==> config.mk <==
export PLATFORM = sky130hd
export DESIGN_NAME = stream_encoder
export DESIGN_NICKNAME = d
export VERILOG_FILES = /design/src/rtl/stream_encoder_pkg.sv /design/src/rtl/stream_encoder_vocab_matcher.sv /design/src/rtl/stream_encoder.sv
export SDC_FILE = /design/constraint.sdc
export NUM_CORES = 1
export LEC_CHECK = 0
export BUFFER_PORTS_ARGS = -buffer_cell sky130_fd_sc_hd__buf_2
export CAP_MARGIN = 5
export CORE_MARGIN = 5
export CORE_UTILIZATION = 56
export DETAILED_ROUTE_END_ITERATION = 8
export PLACE_DENSITY = 0.75
export SLEW_MARGIN = 10
export SYNTH_ARGS = -nofsm -noshare
export SYNTH_HDL_FRONTEND = slang
export SYNTH_HIERARCHICAL = 1
export SYNTH_SLANG_ARGS = --single-unit
==> constraint.sdc <==
create_clock -name clk -period 3.9 [get_ports clk]
set_input_delay 0.39 -clock clk [delete_from_list [all_inputs] [get_ports clk]]
set_output_delay 0.39 -clock clk [all_outputs]
set_load 0.05 [all_outputs]
==> src/rtl/stream_encoder_pkg.sv <==
// Shared types and default sizing for the stream encoder and its vocab matcher.
package stream_encoder_pkg;

    typedef enum logic [2:0] {
        S_IDLE,
        S_FILL,
        S_SCAN,
        S_EMIT,
        S_DONE
    } state_t;

    localparam int DEF_DATA_WIDTH = 8;
    localparam int DEF_ADDR_WIDTH = 4;
    localparam int DEF_MAX_LEN    = 4;

endpackage

==> src/rtl/stream_encoder_vocab_matcher.sv <==
// Vocab table with one registered write port and a combinational prefix compare
// of the addressed entry against the current symbol window.
module vocab_matcher
    import stream_encoder_pkg::*;
#(
    parameter int DATA_WIDTH = DEF_DATA_WIDTH,
    parameter int ADDR_WIDTH = DEF_ADDR_WIDTH,
    parameter int MAX_LEN    = DEF_MAX_LEN,
    parameter int LEN_W      = $clog2(MAX_LEN + 1)
) (
    input  logic                          clk,
    input  logic                          rst,
    input  logic                          we,
    input  logic [ADDR_WIDTH-1:0]         waddr,
    input  logic [LEN_W-1:0]              wlen,
    input  logic [MAX_LEN*DATA_WIDTH-1:0] wdata,
    input  logic [ADDR_WIDTH-1:0]         raddr,
    input  logic [MAX_LEN*DATA_WIDTH-1:0] window,
    input  logic [LEN_W-1:0]              fill,
    output logic                          match,
    output logic [LEN_W-1:0]              len
);

    localparam int DEPTH = 2 ** ADDR_WIDTH;

    logic [LEN_W-1:0]              len_mem  [DEPTH];
    logic [MAX_LEN*DATA_WIDTH-1:0] data_mem [DEPTH];
    logic [LEN_W-1:0]              entry_len;
    logic [MAX_LEN*DATA_WIDTH-1:0] entry_syms;

    // Only lengths need clearing: a zero length marks the entry invalid.
    always_ff @(posedge clk) begin
        if (rst) begin
            for (int unsigned i = 0; i < DEPTH; i++) begin
                len_mem[i] <= '0;
            end
        end else if (we) begin
            len_mem[waddr] <= wlen;
        end
    end

    always_ff @(posedge clk) begin
        if (we && !rst) begin
            data_mem[waddr] <= wdata;
        end
    end

    always_comb begin
        entry_len  = len_mem[raddr];
        entry_syms = data_mem[raddr];
        match      = (entry_len != '0) && (entry_len <= fill);
        for (int unsigned k = 0; k < MAX_LEN; k++) begin
            if ((LEN_W'(k) < entry_len) &&
                (entry_syms[k*DATA_WIDTH +: DATA_WIDTH] != window[k*DATA_WIDTH +: DATA_WIDTH])) begin
                match = 1'b0;
            end
        end
        len = entry_len;
    end

endmodule

==> src/rtl/stream_encoder.sv <==
// Greedy longest-match tokenizer: buffers up to MAX_LEN symbols, scans the
// whole vocab one entry per cycle, then emits the best token and shifts it out.
module stream_encoder
    import stream_encoder_pkg::*;
#(
    parameter int DATA_WIDTH = DEF_DATA_WIDTH,
    parameter int ADDR_WIDTH = DEF_ADDR_WIDTH,
    parameter int MAX_LEN    = DEF_MAX_LEN,
    parameter int LEN_W      = $clog2(MAX_LEN + 1)
) (
    input  logic                          clk,
    input  logic                          rst,
    input  logic                          cs,
    input  logic                          cfg_we,
    input  logic [ADDR_WIDTH-1:0]         cfg_addr,
    input  logic [LEN_W-1:0]              cfg_len,
    input  logic [MAX_LEN*DATA_WIDTH-1:0] cfg_data,
    input  logic                          in_valid,
    output logic                          in_ready,
    input  logic [DATA_WIDTH-1:0]         in_data,
    input  logic                          in_last,
    output logic                          out_valid,
    input  logic                          out_ready,
    output logic [ADDR_WIDTH-1:0]         out_id,
    output logic                          out_unk,
    output logic                          out_last,
    output logic                          busy,
    output logic                          done
);

    state_t                        state, state_n;
    logic [LEN_W-1:0]              fill;
    logic                          last_seen;
    logic [MAX_LEN*DATA_WIDTH-1:0] window;
    logic [ADDR_WIDTH-1:0]         scan_addr;
    logic [LEN_W-1:0]              best_len;
    logic [ADDR_WIDTH-1:0]         best_id;
    logic                          ent_match;
    logic [LEN_W-1:0]              ent_len;
    logic [LEN_W-1:0]              consume;
    logic [LEN_W-1:0]              fill_left;
    logic                          in_fire;
    logic                          out_fire;

    vocab_matcher #(
        .DATA_WIDTH (DATA_WIDTH),
        .ADDR_WIDTH (ADDR_WIDTH),
        .MAX_LEN    (MAX_LEN),
        .LEN_W      (LEN_W)
    ) u_matcher (
        .clk    (clk),
        .rst    (rst),
        .we     (cfg_we && (state == S_IDLE)),
        .waddr  (cfg_addr),
        .wlen   (cfg_len),
        .wdata  (cfg_data),
        .raddr  (scan_addr),
        .window (window),
        .fill   (fill),
        .match  (ent_match),
        .len    (ent_len)
    );

    always_comb begin
        state_n   = state;
        in_fire   = (state == S_FILL) && in_valid;
        out_fire  = (state == S_EMIT) && out_ready;
        consume   = (best_len == '0) ? LEN_W'(1) : best_len;
        fill_left = fill - consume;
        unique case (state)
            S_IDLE: if (cs) state_n = S_FILL;
            // Transition on the incoming handshake so FILL never holds a full window.
            S_FILL: begin
                if (!cs) state_n = S_IDLE;
                else if (in_fire && ((fill == LEN_W'(MAX_LEN - 1)) || in_last)) state_n = S_SCAN;
            end
            S_SCAN: begin
                if (!cs) state_n = S_IDLE;
                else if (scan_addr == '1) state_n = S_EMIT;
            end
            S_EMIT: begin
                if (!cs) state_n = S_IDLE;
                else if (out_fire) begin
                    if (last_seen && (fill_left == '0)) state_n = S_DONE;
                    else if (last_seen) state_n = S_SCAN;
                    else state_n = S_FILL;
                end
            end
            S_DONE: if (!cs) state_n = S_IDLE;
            default: state_n = S_IDLE;
        endcase
    end

    always_ff @(posedge clk) begin
        if (rst) begin
            state     <= S_IDLE;
            fill      <= '0;
            last_seen <= 1'b0;
            window    <= '0;
            scan_addr <= '0;
            best_len  <= '0;
            best_id   <= '0;
        end else begin
            state <= state_n;
            if (state_n == S_IDLE) begin
                fill      <= '0;
                last_seen <= 1'b0;
                window    <= '0;
            end else begin
                unique case (state)
                    S_FILL: if (in_fire) begin
                        for (int unsigned i = 0; i < MAX_LEN; i++) begin
                            if (LEN_W'(i) == fill) window[i*DATA_WIDTH +: DATA_WIDTH] <= in_data;
                        end
                        fill <= fill + LEN_W'(1);
                        if (in_last) last_seen <= 1'b1;
                    end
                    S_SCAN: begin
                        if (ent_match && (ent_len > best_len)) begin
                            best_len <= ent_len;
                            best_id  <= scan_addr;
                        end
                        scan_addr <= scan_addr + ADDR_WIDTH'(1);
                    end
                    S_EMIT: if (out_fire) begin
                        window <= window >> (consume * DATA_WIDTH);
                        fill   <= fill_left;
                    end
                    default: ;
                endcase
            end
            if ((state_n == S_SCAN) && (state != S_SCAN)) begin
                scan_addr <= '0;
                best_len  <= '0;
                best_id   <= '0;
            end
        end
    end

    always_comb begin
        in_ready  = (state == S_FILL);
        out_valid = (state == S_EMIT);
        out_id    = out_valid ? best_id : '0;
        out_unk   = out_valid && (best_len == '0);
        out_last  = out_valid && last_seen && (consume == fill);
        busy      = (state != S_IDLE);
        done      = (state == S_DONE);
    end

endmodule

Yosys cells after proc, flatten, opt, wreduce, memory -nomap -nowiden
Memories as Yosys holds them, arrays and structs flattened. A register that Yosys moved wholly into a read port is not among the register bits.
Cells that the tools add are included.
{ "totals": {"ff_bits": 50, "mem_count": 2, "input_bits": 54, "ramBits": 560, "elab_cells": 123} }
{ "mem_list": {"columns": ["memory", "words", "width", "rd", "rd_clocked_by_memory_dff", "write_ports", "line", "text"], "rows": [
  ["u_matcher.data_mem", 16, 32, 1, 1, 1, "stream_encoder_vocab_matcher.sv:27", "logic [MAX_LEN*DATA_WIDTH-1:0] data_mem [DEPTH];"],
  ["u_matcher.len_mem", 16, 3, 1, 1, 16, "stream_encoder_vocab_matcher.sv:26", "logic [LEN_W-1:0] len_mem [DEPTH];"]
]} }
{ "classes": {"addsub": 3, "muxes": 41, "n_bitwise": 1, "reduce_logical": 37, "order_cmp": 6, "shift": 1, "eq_ne": 22} }
{ "ops": {"columns": ["cell", "n"], "rows": [
  ["32-bit two-way mux", 2],
  ["32-bit case mux with 2 select lines", 1],
  ["3-bit two-way mux", 13],
  ["8-bit two-way mux", 4],
  ["8-bit != test", 4],
  ["32-bit by 6-bit >> shifter with 32-bit output", 1],
  ["4-bit two-way mux", 6],
  ["1-bit logical AND", 16],
  ["4-bit AND reduction", 4],
  ["3-bit zero test", 5],
  ["3-bit case mux with 5 select lines", 1],
  ["3-bit by 2-bit equality test with 1-bit output (second input constant)", 4],
  ["1-bit two-way mux", 12],
  ["2-bit by 1-bit != test with 1-bit output (second input constant)", 6],
  ["3-bit AND reduction", 3],
  ["2-bit by 3-bit equality test with 1-bit output (first input constant)", 2],
  ["1-bit by 3-bit less-than comparator with 1-bit output (first input constant)", 2],
  ["2-bit by 3-bit less-than comparator with 1-bit output (first input constant)", 2],
  ["3-bit case mux with 2 select lines", 1],
  ["3-bit nonzero test", 2],
  ["4-bit by 1-bit adder with 4-bit output (second input constant)", 1],
  ["4-bit equality test (second input constant)", 1],
  ["2-bit OR reduction", 2],
  ["3-bit by 1-bit adder with 3-bit output (second input constant)", 1],
  ["15 further kinds", 15]
]} }

Depth between registers and ports, before layout
{ "logic_depth": {"ltp_word": 14, "ltp_mapped": 18, "ltp_nobuf": 15} }

Hierarchy
The synthesis kept the hierarchy.
{ "modules_own_cells": {"columns": ["mod", "area_each_um2", "instances", "cells_per_inst"], "rows": [
  ["vocab_matcher", 22386.5, 1, 1007],
  ["stream_encoder", 2765.2, 1, 317]
]} }

Least setup slack after synthesis
Ideal clock, no wire load.
{ "synth_timing": {"kind": "register to register", "start": "reg state[0]", "end": "mem u_matcher/len_mem[0][0] in the netlist's numbering (enable)", "synth_period_minus_slack_ns": 4.691, "required_time_ns": 3.594, "arrival_ns": 4.384, "n_path_buf": 1, "path_slack_ns": -0.791, "stages_incl_launch_ff": 8, "path_cell_list": "dfxtp_1 buf_6 or3_1 nor2_1 nand2b_1 or3_1 nor3_1 or2_2"} }
{ "synth_lines": {"columns": ["element", "line", "text"], "rows": [
  ["start: declaration", "stream_encoder.sv:31", "state_t state, state_n;"],
  ["start signal: assignment", "stream_encoder.sv:104", "state <= state_n;"],
  ["end: declaration", "stream_encoder_vocab_matcher.sv:26", null]
]} }

Final worst setup path
{ "layout_timing": {"start": "reg scan_addr[0]", "end": "reg best_id[3]"} }
{ "layout_between": {"elab_chain_cells": 7, "word_cells_on_any_way": 10, "cone_classes": "eq/ne: 2; mux: 3; bitwise: 1; reduce/logical: 4"} }
{ "layout_rtl": {"columns": ["element", "line", "text"], "rows": [
  ["start: declaration", "stream_encoder.sv:35", "logic [ADDR_WIDTH-1:0] scan_addr;"],
  ["start signal: assignment", "stream_encoder.sv:123", "scan_addr <= scan_addr + ADDR_WIDTH'(1);"],
  ["4-bit equality test (*)", "stream_encoder.sv:79", "else if (scan_addr == '1) state_n = S_EMIT;"],
  ["3-bit two-way mux (*)", "stream_encoder.sv:79", null],
  ["3-bit two-way mux (*)", "stream_encoder.sv:78", "if (!cs) state_n = S_IDLE;"],
  ["3-bit case mux with 5 select lines (*)", "stream_encoder.sv:70", "unique case (state)"],
  ["3-bit by 2-bit equality test with 1-bit output or 3-bit zero test (tied branches)", "stream_encoder.sv:132, stream_encoder.sv:105", null],
  ["1-bit logical AND or 1-bit inverter (tied branches)", null, null],
  ["2-bit OR reduction (no line) or 3-bit AND reduction (tied branches)", null, null],
  ["end signal: assignment", "stream_encoder.sv:121", "best_id <= scan_addr;"],
  ["end: declaration", "stream_encoder.sv:37", "logic [ADDR_WIDTH-1:0] best_id;"]
]} }
Every way passes the cells marked *; elsewhere a longest branch is shown, timed or not.
A chain may end at the register's enable or synchronous reset.

==> impl_metrics.tcl <==
set metrics [dict create \
    gp_congestion 0.949 \
    setup_viol 0 \
    antenna_found_initial 4 \
    holdPathEnd "last_seen$_SDFFE_PP0P_" \
    syn_area_sq_um 25200 \
    grt_max_degree 48 \
    crit_chain "buf_12, buf_12, mux4_1, mux4_2, xor2_1, nor4_2, buf_4, nand4_1, a211oi_2, nand3_2, a21oi_4, buf_12, mux2i_1, nor2_2" \
    setup_ws_ns 0.228 \
    clk_pin_slew_ns 0.06 \
    critPathCaptureType "flop" \
    dieArea_sq_um 49300 \
    switching_share_pct 19.9 \
    cpPeakStageDelay_ns 0.61 \
    dp_cells 1983 \
    cts_tree "done" \
    status "completed" \
    clk_path_buf_depth 3 \
    die_h_microns 222 \
    placedInstanceArea_sq_um 26700 \
    timing.hold.ws_ns 0.0913 \
    yosysTopAreaCell "edfxtp_1" \
    cts_max_level 2 \
    max_freq_mhz 272 \
    cap_violations 0 \
    grt_overflow 0 \
    cp_common_cell "buf_12" \
    initial_core_util_pct 56.8 \
    hold_buffers 0 \
    reg2reg_to "best_id[3]$_SDFFE_PP0P_" \
    first_pass_iters 6 \
    hold_class "in2reg" \
    crit_arrival_ns 4.13 \
    synthToLayoutAreaGrowth_pct 14.6 \
    numPortBuffers 63 \
    crit_fanout 22 \
    cts.sinks 610 \
    wl_microns 58100 \
    slowest_stage "mux4_1" \
    p_seq_share_pct 54.6 \
    synth-seq-area-share_pct 70.8 \
    first_iter_violations 1497 \
    drt-vias-per-instance 6.28 \
    drive_gt1_share_pct 29.2 \
    ir_worst_vdd_mv 0.320 \
    final_cells 2098 \
    netlist_instances 1324 \
    insertion_delay_ns 0.62 \
    ys_seq_elements 610 \
    async_flop_share_pct 0 \
    slew_violations 0 \
    worstSetupStartpointType "flop" \
    critPathRequiredTime_ns 4.36 \
    hp-start "in_last" \
    synth_top_area_share_pct 66.9 \
    grt_pass1_wl_microns 86200 \
    timing_worst_slew_pin_value_ns 0.950 \
    synth_edf_count 560 \
    avgSynthCellArea_sq_um 19.0 \
    clock_power_share_pct 42.8 \
    path_delay_family "multiplexers" \
    r2r_start "scan_addr[0]$_SDFFE_PP0P_" \
    root_buffer "clkbuf_16" \
    fin_total_pwr_uw 13200 \
    post-place-ws_ns 0.0817 \
    ant_nets 0 \
    n_fill_cell 2930 \
    hold_depth 3 \
    path_buf_inv 4 \
    combPwrFrac_pct 2.6 \
    power.switching_uw 2630 \
    skew_ns 0.0333 \
    dpl.hpwl_microns 34800 \
    fp.dieW_microns 222 \
    slew-limit-headroom_pct 36.5 \
    internal_power_uw 10600 \
    ys_warn_count 6 \
    power.density_nw_per_um2 458 \
    core-area_sq_um 44300 \
    num_io_pins 64 \
    grt_pass1_vias 13400 \
    fin_crit_sh_pct 94.1 \
    critical_path_class "reg2reg" \
    leakagePower_uw 0.00916 \
    r2r_cells 14 \
    wl_per_cell_microns 27.7 \
    synth_flop_cell "edfxtp_1" \
    hold_violations 0 \
    grt_usage_pct 23.4 \
    final_area_sq_um 28800 \
    yosys-top-cells-area "edfxtp_1 67%, mux4_2 13%, dfxtp_1 4.0%, mux2i_1 2.3%, xor2_1 1.7%" \
    drc 0 \
    syn_nets 1393 \
    rrSetupSlack_ns 0.23 \
    synth_cell_types 64 \
    num_vias 13200 \
    nets 1529 \
    numCtsBuffers 58 \
    rows 77 \
    fin_crit_ns 3.67 \
]
## worst max path at each step
stage	start	end	cells past startpoint
6_report	scan_addr[0]$_SDFFE_PP0P_	best_id[3]$_SDFFE_PP0P_	14
5_1_grt	scan_addr[0]$_SDFFE_PP0P_	best_id[0]$_SDFFE_PP0P_	17
4_1_cts	scan_addr[0]$_SDFFE_PP0P_	best_id[3]$_SDFFE_PP0P_	15
3_5_place_dp	scan_addr[0]$_SDFFE_PP0P_	best_id[3]$_SDFFE_PP0P_	15
3_3_place_gp	scan_addr[0]$_SDFFE_PP0P_	best_len[1]$_SDFFE_PP0P_	15
2_1_floorplan	scan_addr[0]$_SDFFE_PP0P_	best_id[1]$_SDFFE_PP0P_	17
## through the flow
step	TNS, ns	utilization, %
3_3_place_gp	0	60.3
4_1_cts	0	64.6
3_5_place_dp	0	60.3
5_1_grt	-0.00283	65.1
6_report	0	65.1
2_1_floorplan	0	-
## cell families (layout without fill, tap and decap cells)
| group | Yosys count | in the layout | synth area share (%) |
|---|---|---|---|
| multiplexers | 208 | 208 | 15.8 |
| adder cells (fa/ha/maj) | 15 | 15 | 0.776 |
| flip-flops | 610 | 610 | 70.8 |
| XOR/XNOR | 66 | 66 | 2.33 |
| AO/OA/AOI/OAI | 104 | 104 | 3.16 |
| buffers and inverters | 87 | 268 | 2.01 |
| other | 0 | 1 | 0 |
| AND/OR/NAND/NOR | 234 | 234 | 5.05 |
## repair_timing
| action | 4_1_cts | 5_1_grt |
|---|---|---|
| resized for setup | 0 | 10 |
| setup endpoints to repair | 0 | 7 |
| setup buffers | 0 | 7 |
## power by group through the flow
stage	logic, uW	clock network (uW)	registers (uW)
final	339	5660	7220
after global routing	369	6020	7220
after CTS	332	5740	7220
after detailed placement	330	0	7360
after global placement	318	0	7350
after floorplan	157	0	7350
## sequential cells by signal, indices dropped and copies added (netlist names)
| signal | cells |
|---|---|
| u_matcher/len_mem | 48 |
| state | 3 |
| u_matcher/data_mem | 512 |
| scan_addr | 4 |
| fill | 3 |
| last_seen | 1 |
| best_id | 4 |
| best_len | 3 |
| window | 32 |
## per-layer routing
layer	wire [microns]	GRT usage (%)	vias up
li1	-	-	5616
met1	23400	33.5	6850
met2	28100	37.5	591
met3	4550	4.08	106
met4	1980	7.64	6
met5	34	0	-
## layout by cell type (no fill, tap or decap), drive strengths merged, types with 3 or more instances in the layout
cell type / count
buf: 140
nand3b: 3
a221oi: 10
nor2: 78
clkinv: 22
a211oi: 27
clkinvlp: 4
xor2: 50
a222oi: 5
mux2i: 57
clkbuf: 70
edfxtp: 560
ha: 14
mux4: 151
inv: 24
or3: 3
o211ai: 3
dfxtp: 50
a22oi: 13
a21oi: 20
nand2: 11
nand3: 18
and2: 54
bufinv: 8
xnor2: 16
nor3: 21
o21ai: 8
nor2b: 8
nand4: 6
nor4: 5
nand2b: 7
or2: 16
## cells in the mapped netlist (6+ instances only)
| library cell | number |
|---|---|
| and2_1 | 54 |
| o21ai_0 | 6 |
| mux4_2 | 148 |
| a211oi_1 | 26 |
| dfxtp_1 | 50 |
| mux2i_1 | 57 |
| or2_2 | 16 |
| xnor2_1 | 16 |
| nand4_1 | 6 |
| clkbuf_1 | 20 |
| buf_6 | 12 |
| a21oi_1 | 17 |
| nor2b_1 | 7 |
| edfxtp_1 | 560 |
| nor3_1 | 20 |
| nor2_2 | 10 |
| buf_4 | 9 |
| nand2_1 | 10 |
| a22oi_1 | 13 |
| xor2_1 | 49 |
| a221oi_1 | 9 |
| ha_1 | 14 |
| nor2_1 | 68 |
| nand2b_1 | 7 |
| nand3_1 | 17 |
| buf_2 | 18 |
| inv_1 | 20 |
## worst reg2reg max path, cell delays in order (launching register included)
cell	delay [ns]
dfxtp_4	0.45
buf_12	0.17
buf_12	0.21
mux4_1	0.65
mux4_2	0.56
xor2_1	0.18
nor4_2	0.15
buf_4	0.15
nand4_1	0.10
a211oi_2	0.23
nand3_2	0.12
a21oi_4	0.15
buf_12	0.14
mux2i_1	0.24
nor2_2	0.05
## final cells by class
type	count	area [sq um]	share of cell area (%)
clock buffer	68	1510	5.24
antenna	1	2.50	0.00868
sequential	610	17800	61.8
tap	592	741	2.57
multi-input combinational	627	7000	24.3
inverter	21	78.8	0.273
clock inverter	37	398	1.38
timing repair buffer	142	1270	4.39
(Power assumes the default switching activity.)
